--- src/rtl/sqrt_issue_ctrl.sv ---
// Round-robin front end for one shared sqrt / inverse-sqrt unit: one op in flight,
// IEEE special operands answered locally, watchdog on the unit's result strobe.
module sqrt_issue_ctrl #(
   parameter int N_REQ   = 2,
   parameter int E_DW    = 8,
   parameter int F_DW    = 7,
   parameter int TMO_CYC = 64,
   localparam int ID_W   = $clog2(N_REQ)
) (
   input  logic                      clk,
   input  logic                      rst,
   input  logic [N_REQ-1:0]          req_valid_i,
   output logic [N_REQ-1:0]          req_ready_o,
   input  logic [N_REQ-1:0]          req_inv_i,
   input  logic [N_REQ-1:0]          req_s_i,
   input  logic [N_REQ*E_DW-1:0]     req_e_i,
   input  logic [N_REQ*(F_DW+1)-1:0] req_f_i,
   input  logic [N_REQ*4-1:0]        req_cls_i,
   output logic                      unit_do_o,
   output logic                      unit_doinv_o,
   output logic                      unit_s_o,
   output logic [E_DW-1:0]           unit_e_o,
   output logic [F_DW:0]             unit_f_o,
   input  logic                      unit_valid_i,
   input  logic                      unit_s_i,
   input  logic [E_DW-1:0]           unit_e_i,
   input  logic [F_DW+4:0]           unit_f_i,
   output logic                      rsp_valid_o,
   input  logic                      rsp_ready_i,
   output logic [ID_W-1:0]           rsp_id_o,
   output logic                      rsp_s_o,
   output logic [E_DW-1:0]           rsp_e_o,
   output logic [F_DW+4:0]           rsp_f_o,
   output logic [1:0]                rsp_spc_o,
   output logic                      rsp_err_o
);
   localparam int CNT_W = $clog2(TMO_CYC);

   typedef enum logic [1:0] {IDLE, ISSUE, WAIT, RESP} state_t;
   typedef struct packed {
      logic            inv;
      logic            s;
      logic [E_DW-1:0] e;
      logic [F_DW:0]   f;
   } op_t;
   typedef struct packed {
      logic            s;
      logic [E_DW-1:0] e;
      logic [F_DW+4:0] f;
      logic [1:0]      spc;
      logic            err;
   } rsp_t;

   state_t          state_q, state_d;
   op_t             op_q, op_in;
   rsp_t            rsp_q, rsp_spc;
   logic [ID_W-1:0] rr_ptr, gnt, gnt_inc, idx, id_q;
   logic [CNT_W-1:0] cnt_q, cnt_inc;
   logic [3:0]      cls_in;
   logic            any_req, spc_hit, tmo;

   // first pending requester at or after rr_ptr, wrapping
   always_comb begin
      any_req = 1'b0;
      gnt     = '0;
      idx     = '0;
      for (int i = 0; i < N_REQ; i++) begin
         idx = ID_W'((int'(rr_ptr) + i) % N_REQ);
         if (!any_req && req_valid_i[idx]) begin
            any_req = 1'b1;
            gnt     = idx;
         end
      end
   end

   assign gnt_inc = (gnt == ID_W'(N_REQ-1)) ? '0 : gnt + 1'b1;

   always_comb begin
      op_in  = '0;
      cls_in = '0;
      for (int i = 0; i < N_REQ; i++) begin
         if (gnt == ID_W'(i)) begin
            op_in.inv = req_inv_i[i];
            op_in.s   = req_s_i[i];
            op_in.e   = req_e_i[i*E_DW +: E_DW];
            op_in.f   = req_f_i[i*(F_DW+1) +: F_DW+1];
            cls_in    = req_cls_i[i*4 +: 4];
         end
      end
   end

   // cls_in = {isZ, isInf, isSNAN, isQNAN}; any negative nonzero operand is invalid
   always_comb begin
      rsp_spc = '0;
      spc_hit = |cls_in | op_in.s;
      if (cls_in[1] | cls_in[0] | (op_in.s & ~cls_in[3])) begin
         rsp_spc.spc = 2'b11;
      end else if (cls_in[3]) begin
         rsp_spc.spc = op_in.inv ? 2'b10 : 2'b01;
         rsp_spc.s   = op_in.s;
      end else if (cls_in[2]) begin
         rsp_spc.spc = op_in.inv ? 2'b01 : 2'b10;
      end
   end

   assign cnt_inc = cnt_q + 1'b1;
   assign tmo     = (cnt_inc == CNT_W'(TMO_CYC-1));

   always_ff @(posedge clk) begin
      if (rst) state_q <= IDLE;
      else     state_q <= state_d;
   end

   always_comb begin
      state_d = state_q;
      case (state_q)
         IDLE:  if (any_req) state_d = spc_hit ? RESP : ISSUE;
         ISSUE: state_d = WAIT;
         WAIT:  if (unit_valid_i || tmo) state_d = RESP;
         RESP:  if (rsp_ready_i) state_d = IDLE;
         default: state_d = IDLE;
      endcase
   end

   always_comb begin
      req_ready_o  = '0;
      if (state_q == IDLE && any_req && !rst) req_ready_o[gnt] = 1'b1;
      unit_do_o    = (state_q == ISSUE) && !op_q.inv;
      unit_doinv_o = (state_q == ISSUE) &&  op_q.inv;
      rsp_valid_o  = (state_q == RESP);
   end

   always_ff @(posedge clk) begin
      if (rst) begin
         op_q   <= '0;
         rsp_q  <= '0;
         id_q   <= '0;
         rr_ptr <= '0;
         cnt_q  <= '0;
      end else begin
         case (state_q)
            IDLE: if (any_req) begin
               op_q   <= op_in;
               id_q   <= gnt;
               rr_ptr <= gnt_inc;
               rsp_q  <= rsp_spc;
            end
            ISSUE: cnt_q <= '0;
            WAIT: begin
               if (unit_valid_i) begin
                  rsp_q.s   <= unit_s_i;
                  rsp_q.e   <= unit_e_i;
                  rsp_q.f   <= unit_f_i;
                  rsp_q.spc <= 2'b00;
                  rsp_q.err <= 1'b0;
               end else if (tmo) begin
                  rsp_q.s   <= 1'b0;
                  rsp_q.e   <= '0;
                  rsp_q.f   <= '0;
                  rsp_q.spc <= 2'b11;
                  rsp_q.err <= 1'b1;
               end else begin
                  cnt_q <= cnt_inc;
               end
            end
            RESP: if (rsp_ready_i) rsp_q.err <= 1'b0;
            default: ;
         endcase
      end
   end

   assign unit_s_o  = op_q.s;
   assign unit_e_o  = op_q.e;
   assign unit_f_o  = op_q.f;
   assign rsp_id_o  = id_q;
   assign rsp_s_o   = rsp_q.s;
   assign rsp_e_o   = rsp_q.e;
   assign rsp_f_o   = rsp_q.f;
   assign rsp_spc_o = rsp_q.spc;
   assign rsp_err_o = rsp_q.err;
endmodule
--- config.mk ---
export PLATFORM = sky130hd
export DESIGN_NAME = sqrt_issue_ctrl
export DESIGN_NICKNAME = d
export VERILOG_FILES = /design/src/rtl/sqrt_issue_ctrl.sv
export SDC_FILE = /design/constraint.sdc
export NUM_CORES = 1
export LEC_CHECK = 0
export ABC_AREA = 1
export ABC_CLOCK_PERIOD_IN_PS = 2270
export CAP_MARGIN = 25
export CORE_MARGIN = 5
export CORE_UTILIZATION = 45
export CTS_CLUSTER_SIZE = 30
export DETAILED_ROUTE_END_ITERATION = 12
export DONT_BUFFER_PORTS = 1
export MAX_ROUTING_LAYER = met4
export SYNTH_ARGS = -nofsm -noshare
export SYNTH_HDL_FRONTEND = slang
export SYNTH_SLANG_ARGS = --single-unit
--- constraint.sdc ---
create_clock -name clk -period 2.27 [get_ports clk]
set_clock_uncertainty 0.1 [all_clocks]
set_input_delay 0.454 -clock clk [delete_from_list [all_inputs] [get_ports clk]]
set_output_delay 0.454 -clock clk [all_outputs]
set_load 0.02 [all_outputs]
Word level (Yosys, flattened, before mapping). Index checks and enable logic that the tools add are counted.

Register bits after elaboration: 52. Word-level logic and storage cells: 90.

Add/subtract/negate cells: 3. $lt $le $gt $ge: 4. Eq/ne operators: 10. Muxes and demuxes: 35. Bitwise logic cells: 5. Reductions and logical operators: 20.

Operators with widths (number): $mux W24 (3); $pmux W23 S2 (1); $mux W2 (10); $mux W18 (1); $mux W1 (13); $mux W6 (2); $pmux W6 S2 (1); $reduce_and A3 Y1 (3); $ne A2 B2 Y1 const B (4); $pmux W2 S4 (1); $add A6 B1 Y6 const B (1); $eq A6 B6 Y1 const B (1); $logic_and A1 B1 Y1 (6); $lt A1 B2 Y1 const B (3); $eq A2 B2 Y1 const B (2); $mux W4 (1); $reduce_and A4 Y1 (1); $reduce_bool A2 Y1 (2); $reduce_or A4 Y1 (1); $logic_not A1 Y1 (3); $ne A3 B3 Y1 const B (1); $or A1 B1 Y1 (3); $pmux W1 S3 (1); $reduce_bool A3 Y1 (1); other kinds (10) (11).

Longest topological paths before layout.
Depth in word-level cells: 13. Mapped depth: 15. Mapped depth without buffers: 14.

Worst setup path after synthesis. Ideal clock, no wire load.

Path type: register to output. Start: reg state_q[0]. End: out req_ready_o[0]. Arrival time: 1.445 ns. Data required time: 1.716 ns. Path slack: 0.271 ns. Cell stages (with the launch flop): 7. Buffers on the path: 0. Cells stage by stage: dfxtp_1 -> inv_1 -> ha_1 -> o21ai_1 -> nor2_2 -> inv_1 -> nor2_2.

Longest elaborated chain between the ends: 4.

Ends and longest elaborated chain: from (decl) (line 54) `state_t state_q, state_d;`; from (signal assigned) (line 111) `else state_q <= state_d;`; $logic_not A2 Y1 (line 127) `if (state_q == IDLE && any_req && !rst) req_ready_o[gnt] = 1'b1;`; $logic_and A1 B1 Y1 (2 in a row) (line 127); $mux W2 (line 127); to (decl) (line 13) `output logic [N_REQ-1:0] req_ready_o,`.

No other way between the ends.

Worst setup path after layout.
Start: reg state_q[0]. End: out req_ready_o[1].

The elaborated chain is that of the path after synthesis.

==> impl_metrics.env <==
export IMPL_die_w_um=88.5
export IMPL_sw_frac_of_total=0.471
export IMPL_synth_area_sq_mm=0.00277
export IMPL_finalWorstPathRequiredPeriod_ns=2.06
export IMPL_max_stage_delay_ns=0.36
export IMPL_comb_power_share=0.421
export IMPL_p_seq_frac=0.432
export IMPL_rr_startpoint="cnt_q[1]$_SDFFE_PP0P_"
export IMPL_slew_violations=0
export IMPL_cts_sinks=52
export IMPL_drive_above_1_share=0.0700
export IMPL_start_util=0.465
export IMPL_ys_warnings_count=0
export IMPL_first_pass_iters=4
export IMPL_cp_max_fo=8
export IMPL_vias=2373
export IMPL_syn_to_final_growth_pct=1.31
export IMPL_synth_cells=430
export IMPL_cts_buffers=5
export IMPL_cts_tree="yes"
export IMPL_first_global_vias=2418
export IMPL_dieArea_sq_mm=0.00783
export IMPL_grt_ovfl_total=0
export IMPL_cts_max_level=2
export IMPL_final_period_utilization=0.907
export IMPL_layout_cells_most_common="nand2_1"
export IMPL_maxCapViolCount=0
export IMPL_p_int_mw=1.94
export IMPL_clock_fmax_mhz=486
export IMPL_endpoint_kind="output port"
export IMPL_switchingPower_mw=1.73
export IMPL_drt_wl_total_um=6420
export IMPL_powerDensity_mw_per_mm2=1310
export IMPL_core_area_sq_mm=0.00596
export IMPL_final_setup_viol_count=0
export IMPL_p_leak_nw=1.34
export IMPL_synth_top_area_frac=0.376
export IMPL_final_hold_violation_count=0
export IMPL_portBuffers=0
export IMPL_drt_iter0_markers=71
export IMPL_layoutNonFillerInstCount=489
export IMPL_ir_worst_vdd_uv=515
export IMPL_insertion_delay_ns=0.30
export IMPL_synth_distinct_cells=27
export IMPL_synth_largest_area_cell="dfxtp_1"
export IMPL_n_antenna_cell=0
export IMPL_std_cell_rows=28
export IMPL_hpwl_um=4700
export IMPL_nNetsFinal=490
export IMPL_grt_pass1_wl_um=10700
export IMPL_route_detailed_wl_per_inst_um=13.1
export IMPL_viasPerCell=4.85
export IMPL_setup_worst_path_start="state_q[0]$_SDFFE_PP0P_"
export IMPL_grt_start_max_net_pins=45
export IMPL_syn_avg_cell_area_sq_um=6.44
export IMPL_final_setup_tns_ns=0
export IMPL_criticalPathCategory="flip-flop to output port"
export IMPL_final_fill_count=648
export IMPL_cts_max_path_buffers=2
export IMPL_slew_headroom=0.647
export IMPL_worst_setup_path_start_kind="flip-flop"
export IMPL_syn_nets=507
export IMPL_cts_root_buf="clkbuf_8"
export IMPL_place_inst=481
export IMPL_max_slew_worst_pin_slew_ns=0.524
export IMPL_cp_slowest_cell="dfxtp_1"
export IMPL_min_path_type="primary input to flip-flop"
export IMPL_grt_usage=0.178
export IMPL_ant_nets=0
export IMPL_fin_ws_ns=0.212
export IMPL_min_from="rst"
export IMPL_rsz0062_at_grt="no"
export IMPL_ys_top_cells_by_area="dfxtp_1, nand2_1, inv_1, nand3_1, nor2_1"
export IMPL_ys_ff_latch=52
export IMPL_io_pins=118
export IMPL_clk_pin_slew_ns=0.09
export IMPL_final_cell_mix="nand2_1, inv_1, dfxtp_1, nor2_1, nand3_1"
export IMPL_power_clock_fraction=0.147
export IMPL_status="complete, no violations"
export IMPL_die_y_um=88.5
export IMPL_seq_area_frac_synth=0.376
export IMPL_cp_required_ns=1.72
export IMPL_cp_arrival_ns=1.50
export IMPL_cp_cell_sequence="inv_1 > ha_2 > o21ai_2 > nor2_2 > nand2_1 > clkinvlp_4"
export IMPL_drc=0
export IMPL_pre_cts_ws_ns=0.185
export IMPL_gp_congestion=0.796
export IMPL_grt_antenna_before_repair=0
Yosys cell counts, drive strengths merged:
| master | instances |
|---|---|
| inv | 53 |
| o22ai | 1 |
| o21ai | 9 |
| clkbuf | 10 |
| clkinv | 1 |
| dfxtp | 52 |
| o21bai | 1 |
| o211ai | 1 |
| nand3 | 30 |
| buf | 22 |
| a21oi | 10 |
| or2 | 1 |
| nor2 | 40 |
| nand2 | 180 |
| nand4 | 4 |
| a31oi | 9 |
| ha | 6 |
path summary, 6_finish.rpt:
check | slack, ns | to | cells past startpoint
setup / recovery | 0.21 | req_ready_o[1] | 6
hold / removal | 0.11 | rsp_s_o$_SDFFE_PP0P_ | 1
setup reg to reg | 0.32 | rsp_f_o[7]$_SDFFE_PP0P_ | 12
hold reg to reg | 0.37 | rr_ptr$_SDFFE_PP0P_ | 2
repair_timing:
action / CTS / global route
setup endpoints to repair: 0 / 3
buffers inserted: 0 / 0
hold buffers: 0 / 0
gates resized for setup: 0 / 6
cells by family after synthesis:
kind of cell	share of synthesized area
fa+ha+maj	0.0271
buf+inv	0.155
simple gates	0.378
compound gates	0.0637
flops	0.376
state kept, by name (all words and copies together) (netlist names), 2 cells and up:
name,cells
cnt_q,6
rsp_e_o,8
rsp_f_o,12
rsp_spc_o,2
state_q,2
unit_e_o,8
unit_f_o,8
metal layers:
metal / vias up / GRT usage / part of all wire
met1: 1047 / 0.222 / 0.46
met4: 0 / 0.0481 / 0.0072
met2: 65 / 0.283 / 0.46
met5: - / - / 0
met3: 4 / 0.0493 / 0.066
li1: 1257 / - / -
power groups by stage:
stage          clock (mW)  combinational [mW]  sequential [mW]
2_1_floorplan           0                1.57             1.46
3_3_place_gp            0                1.50             1.61
3_5_place_dp            0                1.53             1.61
4_1_cts             0.570                1.54             1.59
5_1_grt             0.616                1.87             1.62
6_report            0.540                1.54             1.59
stage by stage:
step / power, mW / hold slack (ns) / utilization / cell area, sq um
4_1_cts: 3.70 / 0.0864 / 0.468 / 2790
2_1_floorplan: 3.03 / 0.345 / - / 2770
5_1_grt: 4.11 / 0.0697 / 0.471 / 2810
6_report: 3.67 / 0.107 / 0.471 / 2810
3_5_place_dp: 3.14 / 0.356 / 0.453 / 2700
3_3_place_gp: 3.12 / 0.348 / 0.453 / 2700
critical path: cells and delay by family, from the launching register on:
family | cells | cell delay [ns]
flip-flops | 1 | 0.36
AND/OR/NAND/NOR | 2 | 0.19
AO/OA/AOI/OAI | 1 | 0.11
adder cells (fa/ha/maj) | 1 | 0.22
buffers and inverters | 2 | 0.33
cell type report:
| class | count | area [sq um] | share of cell area |
|---|---|---|---|
| multi-input cells | 292 | 1310 | 0.468 |
| clock buffers | 8 | 90.1 | 0.0321 |
| repair buffers | 8 | 60.1 | 0.0214 |
| well taps | 75 | 93.8 | 0.0334 |
| flip-flops and latches | 52 | 1040 | 0.371 |
| inverters | 54 | 209 | 0.0745 |
Power figures use the tool's default switching activity.
